===== src/rtl/pipe_exec_pkg.sv =====
// Shared opcode encoding, FSM states and opcode classification helpers for the
// pipelined execute stage.
package pipe_exec_pkg;

    localparam logic [3:0] OP_ADD  = 4'h0;
    localparam logic [3:0] OP_SUB  = 4'h1;
    localparam logic [3:0] OP_SLT  = 4'h2;
    localparam logic [3:0] OP_AND  = 4'h3;
    localparam logic [3:0] OP_OR   = 4'h4;
    localparam logic [3:0] OP_XOR  = 4'h5;
    localparam logic [3:0] OP_ANDI = 4'h6;
    localparam logic [3:0] OP_ORI  = 4'h7;
    localparam logic [3:0] OP_XORI = 4'h8;
    localparam logic [3:0] OP_ADDI = 4'h9;
    localparam logic [3:0] OP_SUBI = 4'hA;
    localparam logic [3:0] OP_JMP  = 4'hB;
    localparam logic [3:0] OP_BEQ  = 4'hC;
    localparam logic [3:0] OP_MULL = 4'hD;
    localparam logic [3:0] OP_MULH = 4'hE;
    localparam logic [3:0] OP_NOP  = 4'hF;

    typedef enum logic [0:0] {
        ST_IDLE = 1'b0,
        ST_MUL  = 1'b1
    } state_e;

    function automatic logic is_mul_op(input logic [3:0] op);
        return (op == OP_MULL) || (op == OP_MULH);
    endfunction

    function automatic logic writes_reg(input logic [3:0] op);
        return (op != OP_JMP) && (op != OP_BEQ) && (op != OP_NOP);
    endfunction

endpackage


===== src/rtl/pipe_exec_unit_iter_mult.sv =====
// Iterative unsigned shift-add multiplier retiring MUL_BITS multiplier bits per
// cycle; done_o and product_o are combinational during the final step.
module iter_mult #(
    parameter int DATA_W   = 16,
    parameter int MUL_BITS = 1
) (
    input  logic                  clk_i,
    input  logic                  reset_ni,
    input  logic                  start_i,
    input  logic                  abort_i,
    input  logic [DATA_W-1:0]     a_i,
    input  logic [DATA_W-1:0]     b_i,
    output logic                  done_o,
    output logic [2*DATA_W-1:0]   product_o
);

    localparam int STEPS = DATA_W / MUL_BITS;
    localparam int CNT_W = $clog2(STEPS + 1);

    logic [2*DATA_W-1:0] mcand_q;
    logic [2*DATA_W-1:0] acc_q;
    logic [2*DATA_W-1:0] acc_d;
    logic [2*DATA_W-1:0] partial_s;
    logic [DATA_W-1:0]   mplier_q;
    logic [CNT_W-1:0]    cnt_q;
    logic                busy_q;

    // Partial product of the current multiplier digit and the next accumulator value.
    always_comb begin
        partial_s = mcand_q * {{(2*DATA_W-MUL_BITS){1'b0}}, mplier_q[MUL_BITS-1:0]};
        acc_d     = acc_q + partial_s;
    end

    assign done_o    = busy_q & (cnt_q == CNT_W'(1));
    assign product_o = acc_d;

    // Operand load, per-step shift/accumulate and abort handling.
    always_ff @(posedge clk_i or negedge reset_ni) begin
        if (!reset_ni) begin
            mcand_q  <= {(2*DATA_W){1'b0}};
            acc_q    <= {(2*DATA_W){1'b0}};
            mplier_q <= {DATA_W{1'b0}};
            cnt_q    <= {CNT_W{1'b0}};
            busy_q   <= 1'b0;
        end else if (abort_i) begin
            acc_q  <= {(2*DATA_W){1'b0}};
            cnt_q  <= {CNT_W{1'b0}};
            busy_q <= 1'b0;
        end else if (start_i) begin
            mcand_q  <= {{DATA_W{1'b0}}, a_i};
            mplier_q <= b_i;
            acc_q    <= {(2*DATA_W){1'b0}};
            cnt_q    <= CNT_W'(STEPS);
            busy_q   <= 1'b1;
        end else if (busy_q) begin
            acc_q    <= acc_d;
            mcand_q  <= mcand_q << MUL_BITS;
            mplier_q <= mplier_q >> MUL_BITS;
            cnt_q    <= cnt_q - CNT_W'(1);
            busy_q   <= (cnt_q != CNT_W'(1));
        end
    end

endmodule


===== src/rtl/pipe_exec_unit.sv =====
// Execute stage: ALU, branch and iterative multiply with a valid/ready result port.
// Optional macro EXEC_MUL_REUSE_EN keeps the last product for 1-cycle repeat multiplies.
module pipe_exec_unit
    import pipe_exec_pkg::*;
#(
    parameter int DATA_W   = 16,
    parameter int REG_AW   = 4,
    parameter int PC_W     = 12,
    parameter int MUL_BITS = 1
) (
    input  logic              clk_i,
    input  logic              reset_ni,
    input  logic              in_valid_i,
    output logic              in_ready_o,
    input  logic [3:0]        in_op_i,
    input  logic [DATA_W-1:0] in_a_i,
    input  logic [DATA_W-1:0] in_b_i,
    input  logic [DATA_W-1:0] in_imm_i,
    input  logic [REG_AW-1:0] in_rd_i,
    input  logic              flush_i,
    output logic              out_valid_o,
    input  logic              out_ready_i,
    output logic [DATA_W-1:0] out_data_o,
    output logic [REG_AW-1:0] out_rd_o,
    output logic              out_wen_o,
    output logic              br_taken_o,
    output logic [PC_W-1:0]   br_target_o
);

    state_e              state_q;
    logic                out_valid_q;
    logic [DATA_W-1:0]   out_data_q;
    logic [REG_AW-1:0]   out_rd_q;
    logic                out_wen_q;
    logic                br_taken_q;
    logic [PC_W-1:0]     br_target_q;
    logic                mul_hi_q;

    logic                xfer_s;
    logic                mul_op_s;
    logic                reuse_hit_s;
    logic                mul_start_s;
    logic                br_d;
    logic [DATA_W-1:0]   res_d;
    logic [DATA_W-1:0]   mul_res_s;
    logic                mul_done_s;
    logic [2*DATA_W-1:0] mul_prod_s;

`ifdef EXEC_MUL_REUSE_EN
    logic                reuse_vld_q;
    logic [DATA_W-1:0]   reuse_a_q;
    logic [DATA_W-1:0]   reuse_b_q;
    logic [2*DATA_W-1:0] reuse_prod_q;
`endif

    function automatic logic [DATA_W-1:0] alu_eval(
        input logic [3:0]        op,
        input logic [DATA_W-1:0] a,
        input logic [DATA_W-1:0] b,
        input logic [DATA_W-1:0] imm
    );
        logic [DATA_W-1:0] r;
        case (op)
            OP_ADD:  r = a + b;
            OP_SUB:  r = a - b;
            OP_SLT:  r = (b > a) ? {{(DATA_W-1){1'b0}}, 1'b1} : {DATA_W{1'b0}};
            OP_AND:  r = a & b;
            OP_OR:   r = a | b;
            OP_XOR:  r = a ^ b;
            OP_ANDI: r = b & imm;
            OP_ORI:  r = b | imm;
            OP_XORI: r = b ^ imm;
            OP_ADDI: r = b + imm;
            OP_SUBI: r = b - imm;
            default: r = {DATA_W{1'b0}};
        endcase
        return r;
    endfunction

    assign in_ready_o = (state_q == ST_IDLE) & (~out_valid_q | out_ready_i) & ~flush_i;

    // Transfer decode, reuse lookup and single-cycle result selection.
    always_comb begin
        xfer_s   = in_valid_i & in_ready_o;
        mul_op_s = is_mul_op(in_op_i);
        br_d     = (in_op_i == OP_JMP) |
                   ((in_op_i == OP_BEQ) & (in_a_i == {DATA_W{1'b0}}));
`ifdef EXEC_MUL_REUSE_EN
        reuse_hit_s = reuse_vld_q & (in_a_i == reuse_a_q) & (in_b_i == reuse_b_q);
        if (mul_op_s) begin
            res_d = (in_op_i == OP_MULH) ? reuse_prod_q[2*DATA_W-1:DATA_W]
                                         : reuse_prod_q[DATA_W-1:0];
        end else begin
            res_d = alu_eval(in_op_i, in_a_i, in_b_i, in_imm_i);
        end
`else
        reuse_hit_s = 1'b0;
        res_d       = alu_eval(in_op_i, in_a_i, in_b_i, in_imm_i);
`endif
        mul_start_s = xfer_s & mul_op_s & ~reuse_hit_s;
        mul_res_s   = mul_hi_q ? mul_prod_s[2*DATA_W-1:DATA_W] : mul_prod_s[DATA_W-1:0];
    end

    iter_mult #(
        .DATA_W   (DATA_W),
        .MUL_BITS (MUL_BITS)
    ) u_mult (
        .clk_i     (clk_i),
        .reset_ni  (reset_ni),
        .start_i   (mul_start_s),
        .abort_i   (flush_i),
        .a_i       (in_a_i),
        .b_i       (in_b_i),
        .done_o    (mul_done_s),
        .product_o (mul_prod_s)
    );

    // FSM and registered result/branch outputs; flush overrides everything.
    always_ff @(posedge clk_i or negedge reset_ni) begin
        if (!reset_ni) begin
            state_q     <= ST_IDLE;
            out_valid_q <= 1'b0;
            out_data_q  <= {DATA_W{1'b0}};
            out_rd_q    <= {REG_AW{1'b0}};
            out_wen_q   <= 1'b0;
            br_taken_q  <= 1'b0;
            br_target_q <= {PC_W{1'b0}};
            mul_hi_q    <= 1'b0;
        end else if (flush_i) begin
            state_q     <= ST_IDLE;
            out_valid_q <= 1'b0;
            br_taken_q  <= 1'b0;
        end else begin
            br_taken_q <= 1'b0;
            case (state_q)
                ST_IDLE: begin
                    if (xfer_s) begin
                        out_rd_q  <= in_rd_i;
                        out_wen_q <= writes_reg(in_op_i);
                        if (mul_start_s) begin
                            state_q     <= ST_MUL;
                            out_valid_q <= 1'b0;
                            mul_hi_q    <= (in_op_i == OP_MULH);
                        end else begin
                            out_valid_q <= 1'b1;
                            out_data_q  <= res_d;
                            br_taken_q  <= br_d;
                            if (br_d) begin
                                br_target_q <= in_imm_i[PC_W-1:0];
                            end
                        end
                    end else if (out_ready_i) begin
                        out_valid_q <= 1'b0;
                    end
                end
                ST_MUL: begin
                    if (mul_done_s) begin
                        out_valid_q <= 1'b1;
                        out_data_q  <= mul_res_s;
                        state_q     <= ST_IDLE;
                    end
                end
                default: state_q <= ST_IDLE;
            endcase
        end
    end

`ifdef EXEC_MUL_REUSE_EN
    // Last completed product and its operands; invalid while a new multiply runs.
    always_ff @(posedge clk_i or negedge reset_ni) begin
        if (!reset_ni) begin
            reuse_vld_q  <= 1'b0;
            reuse_a_q    <= {DATA_W{1'b0}};
            reuse_b_q    <= {DATA_W{1'b0}};
            reuse_prod_q <= {(2*DATA_W){1'b0}};
        end else if (flush_i) begin
            reuse_vld_q <= 1'b0;
        end else if (mul_start_s) begin
            reuse_vld_q <= 1'b0;
            reuse_a_q   <= in_a_i;
            reuse_b_q   <= in_b_i;
        end else if (mul_done_s) begin
            reuse_vld_q  <= 1'b1;
            reuse_prod_q <= mul_prod_s;
        end
    end
`endif

    assign out_valid_o = out_valid_q;
    assign out_data_o  = out_data_q;
    assign out_rd_o    = out_rd_q;
    assign out_wen_o   = out_wen_q;
    assign br_taken_o  = br_taken_q;
    assign br_target_o = br_target_q;

endmodule


===== config.mk =====
export PLATFORM = sky130hd
export DESIGN_NAME = pipe_exec_unit
export DESIGN_NICKNAME = d
export VERILOG_FILES = /design/src/rtl/pipe_exec_pkg.sv /design/src/rtl/pipe_exec_unit_iter_mult.sv /design/src/rtl/pipe_exec_unit.sv
export SDC_FILE = /design/constraint.sdc
export NUM_CORES = 1
export LEC_CHECK = 0
export ABC_AREA = 0
export CORE_ASPECT_RATIO = 0.9
export CORE_UTILIZATION = 40
export CTS_CLUSTER_SIZE = 28
export DETAILED_ROUTE_END_ITERATION = 8
export HOLD_SLACK_MARGIN = 0.12
export PLACE_DENSITY = 0.57
export SYNTH_ARGS = -nofsm -noshare
export SYNTH_HDL_FRONTEND = slang
export SYNTH_SLANG_ARGS = --single-unit

===== constraint.sdc =====
create_clock -name clk_i -period 5.2 [get_ports clk_i]
set_input_delay 0.78 -clock clk_i [delete_from_list [all_inputs] [get_ports clk_i]]
set_output_delay 0.78 -clock clk_i [all_outputs]
set_load 0.05 [all_outputs]

* After elaboration in Yosys (flattened, before gate mapping)
Cells that the tools add are included.
** Storage, ports and cells
- Flip-flop bits (word level) :: 123
- Input bits :: 61
- Logic and storage cells :: 111
** Operators by class
- Reductions and logical operators :: 13
- Magnitude comparators :: 1
- $mul :: 1
- Equality and inequality tests :: 24
- Add/sub/neg operators :: 6
- Bitwise logic cells :: 18
- Multiplexer cells :: 35
** Operators by type and width (number)
- 16-bit case mux with 11 select lines :: 1
- 32-bit two-way mux :: 5
- 16-bit two-way mux :: 6
- 16-bit adder :: 2
- 32-bit adder :: 1
- 16-bit bitwise AND :: 2
- 32-bit by 1-bit multiplier with 32-bit output :: 1
- 16-bit bitwise OR :: 2
- 16-bit case mux with 2 select lines :: 1
- 16-bit subtractor :: 2
- 16-bit XOR :: 2
- 4-bit == test, second input constant :: 7
- 1-bit two-way mux :: 17
- 4-bit by 3-bit == test with 1-bit output, second input constant :: 4
- 16-bit greater-than comparator :: 1
- 16-bit logical NOT :: 1
- 4-bit inequality test, second input constant :: 4
- 5-bit two-way mux :: 3
- 4-bit by 2-bit == test with 1-bit output, second input constant :: 2
- 4-bit AND reduction :: 2
- 1-bit bitwise AND :: 6
- 5-bit by 1-bit == test with 1-bit output, second input constant :: 1
- 5-bit by 1-bit inequality test with 1-bit output, second input constant :: 1
- 5-bit AND reduction :: 1
- other kinds (15) :: 23

* Depth between registers and ports, before layout
- Depth in word-level cells :: 10
- Depth in mapped cells :: 19
- Mapped depth without buffers :: 17

* By module
A second synthesis with hierarchy kept.
** Second synthesis, totals
- Cell total of the unflattened synthesis :: 1402
- Area total of the unflattened synthesis :: 11370.9 um^2
** By module, submodules not included
- pipe_exec_unit :: area each 5776.8 um^2, cells each 782, sequential area each 925.9 um^2, instances 1
- iter_mult :: area each 5594.1 um^2, cells each 620, sequential area each 2152.1 um^2, instances 1

* Worst setup path after synthesis
OpenSTA, ideal clock, no wires.
- Path type :: input to register
- From :: input port in_imm_i[1]
- To :: register out_data_q[13] (netlist: out_data_o[13])
- Slack :: 1016 ps
- Stages :: 17
- Data required time :: 5072 ps
- Arrival :: 4056 ps
- Setup time :: 128 ps
- Path buffers :: 0
- Cell sequence :: inv_1 > ha_1 > nand2_1 > or3_1 > or3_1 > or3_1 > o21ai_0 > a211oi_1 > ha_1 > or2_2 > a2111oi_2 > o31ai_1 > xnor2_1 > o21ai_0 > a221oi_1 > o32a_2 > o31ai_2
** On the way
- Word-level cells in the longest chain between the ends :: 5
- Elaborated cells between the ends (all ways) :: 6
- Those cells by class :: add/sub: 2; mux: 4
** RTL lines
- start, declared :: line pipe_exec_unit.sv:18 : input logic [DATA_W-1:0] in_imm_i,
- 16-bit subtractor or 16-bit adder (tied branches) :: line pipe_exec_unit.sv:74, pipe_exec_unit.sv:73
- 16-bit case mux with 11 select lines (*) :: line pipe_exec_unit.sv:63 : case (op)
- 16-bit two-way mux (*) :: line pipe_exec_unit.sv:140 : if (mul_start_s) begin
- 16-bit two-way mux (*) :: line pipe_exec_unit.sv:137 : if (xfer_s) begin
- 16-bit case mux with 2 select lines (*) :: line pipe_exec_unit.sv:135 : case (state_q)
- end signal, assigned :: line pipe_exec_unit.sv:123 : out_data_q <= {DATA_W{1'b0}};
- end signal, assigned :: line pipe_exec_unit.sv:146 : out_data_q <= res_d;
- end signal, assigned :: line pipe_exec_unit.sv:159 : out_data_q <= mul_res_s;
- end, declared :: line pipe_exec_unit.sv:32 : logic [DATA_W-1:0] out_data_q;
Mark *: on every way between the ends. The rest lies on a longest branch, timed or not. The select of a mux whose other input is x is not followed.
A chain may end at the register's enable or synchronous reset.

* Worst setup path after layout
- From :: input port in_imm_i[0]
- To :: register out_data_q[13] (netlist: out_data_o[13])
Same word-level chain as after synthesis.

==> reports/qor.yml <==
dr.pass1.iters: 7
timing.fmax_mhz: 214.4
synth_ff_type: "dfrtp_1"
ys_types: 94
antenna_found_initial: 2
cpMostUsedCell: "or3_1"
async_reset_ff_share_pct: 100.0
yosysSeqAreaShare_pct: 28.29
placementRows: 56
numClockSinks: 123
hpwlAfterDp_um: 27290
mostFrequentLayoutCell: "nand2_1"
cts_tree: "yes"
multi_input_area_sq_mm: 0.007291
grt_max_degree: 94
drc: 0
drive_gt1_share_pct: 11.09
slew_headroom_pct: 22.78
cp_slowest_cell: "clkdlybuf4s50_1"
syn_avg_cell_area_sq_um: 8.356
setup_viol: 0
cp.required_ps: 5520
crit_type: "input port to flip-flop"
rsz0062_at_grt: "no"
synth-adder-area-share_pct: 8.143
start_util_pct: 41.19
peakVddDrop_uv: 229.8
nets: 1524
ios: 97
ant_nets: 0
post_drt_wl_per_cell_um: 20.80
synth_seq_cells: 123
synth_compound_area_share_pct: 24.69
grt_pass1_wl_um: 56940
drt_iter0_markers: 861
yosysWarnings: 0
routed-via-count: 10380
syn_inst: 1302
drv_cap: 0
die_x_um: 175.8
io_buffers: 96
synth_area_leaders: "dfrtp_1, ha_1, nand2_1, mux2i_1, o21ai_0"
hold_path.class: "input port to async pin"
syn_area_sq_mm: 0.01088
endpoint_kind: "flip-flop"
synth_xor_area_share_pct: 6.843
cts_root_buf: "clkbuf_16"
tightestPinTransition_ps: 1155
synth-simple-area-share_pct: 19.01
die-height_um: 158.5
fin_cells: 1755
period_minus_slack_ps: 4665
overflow: 0
grt_pass1_vias: 9703
drt_wl_total_um: 36500
gp_congestion: 0.9053
cts_buffers: 17
cts_hold_buffers: 0
yosysTopAreaCellShare_pct: 28.29
clk_latency_ps: 440
fin_setup_tns_ps: 0
crit_fanout: 4
via_per_inst: 5.913
p_leak_uw: 0.005502
path_clk_slew_ps: 70
synth_top_area_cell: "dfrtp_1"
finClkSkew_ps: 19.17
critical-path-top-delay-family: "compound AO/OA/AOI/OAI gates"
n_antenna_cell: 0
cts_max_level: 4
cts_resized: 0
mostFrequentLayoutCells: "nand2_1, dfrtp_1, o21ai_0"
cp.arrival_ps: 4980
core_area_sq_mm: 0.02642
slowest_delay_ps: 430
cts_buffer_depth: 2
syn_to_final_growth_pct: 19.22
synth.net_count: 1432
grt_usage_pct: 26.77
powerDensity_mw_per_mm2: 269.2
worst_slack_ps: 535.0
post_cts_buffers: 0
final_max_slew_viol_count: 0
die_area_sq_mm: 0.02786
finalCritPeriodShare_pct: 89.71
dpl_worst_slack_ps: 150.0
worstSetupStartpointType: "input port"
path_cells: "clkdlybuf4s50_1 -> inv_1 -> ha_1 -> nand2_1 -> or3_1 -> or3_1 -> or3_1 -> o21ai_0 -> a211oi_1 -> ha_1 -> or2_2 -> a2111oi_2 -> o31ai_1 -> xnor2_1 -> o21ai_0 -> a221oi_1 -> o32a_2 -> o31ai_2"
synth_top_family_by_area: "compound AO/OA/AOI/OAI gates"
fin_util_pct: 49.10
outcome: "finished clean"
synth.area.mux_share_pct: 8.085
fillers: 2563
dp_cells: 1723
synth_edf_count: 0
seqCellArea_sq_mm: 0.003078
hold_viol: 0
cp.buffers_inverters: 2
flip-flops by register name (all words and copies together) (netlist names):
register         flops
mul_hi_q             1
out_rd_o             4
u_mult.busy_q        1
u_mult.acc_q        32
state_q              1
u_mult.cnt_q         5
br_target_o         12
u_mult.mcand_q      32
u_mult.mplier_q     16
out_data_o          16
out_wen_o            1
br_taken_o           1
out_valid_o          1
power by group:
part	switching, uW	internal [uW]
Clock	536	828
Sequential	62.1	1040
Combinational	633	396
kinds of logic after synthesis:
kind of cell	count (synthesis)
buffers and inverters	119
flip-flops	123
XOR/XNOR	85
multiplexers	83
AND/OR/NAND/NOR	429
adder cells (fa/ha/maj)	69
AO/OA/AOI/OAI	394
stage by stage:
| step | cell area, sq um | total power [uW] | hold WS [ps] |
|---|---|---|---|
| after floorplan | 10880 | 1750 | 449.2 |
| after global placement | 12330 | 2129 | 461.3 |
| after detailed placement | 12330 | 2135 | 470.5 |
| after CTS | 12970 | 3501 | 480.6 |
| after global routing | 12970 | 3633 | 507.5 |
| final | 12970 | 3492 | 453.5 |
synth_stat cells (6+ instances only):
cell type  instances
nor4_1             6
o31a_1             6
a22o_1            24
ha_1              66
nor2b_1           14
o22ai_1            6
nor3_1            25
mux2_2            19
nand3_1            7
xor2_1            23
a21oi_1           69
and2_1            39
xnor2_1           62
clkbuf_1          45
nor2_1            81
a211oi_1          19
o21a_1            11
o221ai_1           8
or3_1              9
mux2i_1           59
and3_1             8
or2_2              8
nand2_1          177
buf_6              7
a31oi_1           22
o21bai_1           7
a21o_1            17
buf_2             19
nand2b_1          20
o31ai_1            7
inv_1             43
o21ai_0          118
nand4_1            6
dfrtp_1          123
a221oi_1           9
cell type report:
type | instances | area share [%]
repair buffers | 149 | 10.49
well taps | 348 | 3.357
inverters | 43 | 1.244
multi-input cells | 1060 | 56.21
clock inverters | 14 | 1.582
clock buffers | 18 | 3.386
flip-flops and latches | 123 | 23.73
per-layer routing:
metal,vias to the layer above,part of all wire [%],wire length (um),GRT usage (%)
li1,4899,-,-,-
met1,5041,50,18400,40.40
met2,383,42,15310,39.81
met3,52,6.3,2290,3.964
met4,2,1.3,487,5.673
met5,-,0.036,13,0
worst paths after layout:
check,start,end,slack [ps],cells after the start
max,in_imm_i[0],out_data_o[13],530,18
max in group asynchronous,reset_ni,u_mult.acc_q[29],3750,2
min,reset_ni,br_target_o[0],450,1
max reg2reg,state_q,u_mult.acc_q[31],1640,7
min in group clk_i,br_target_o[1],br_target_o[1],480,2
min reg2reg,br_target_o[1],br_target_o[1],480,2
Power figures use the tool's default switching activity.
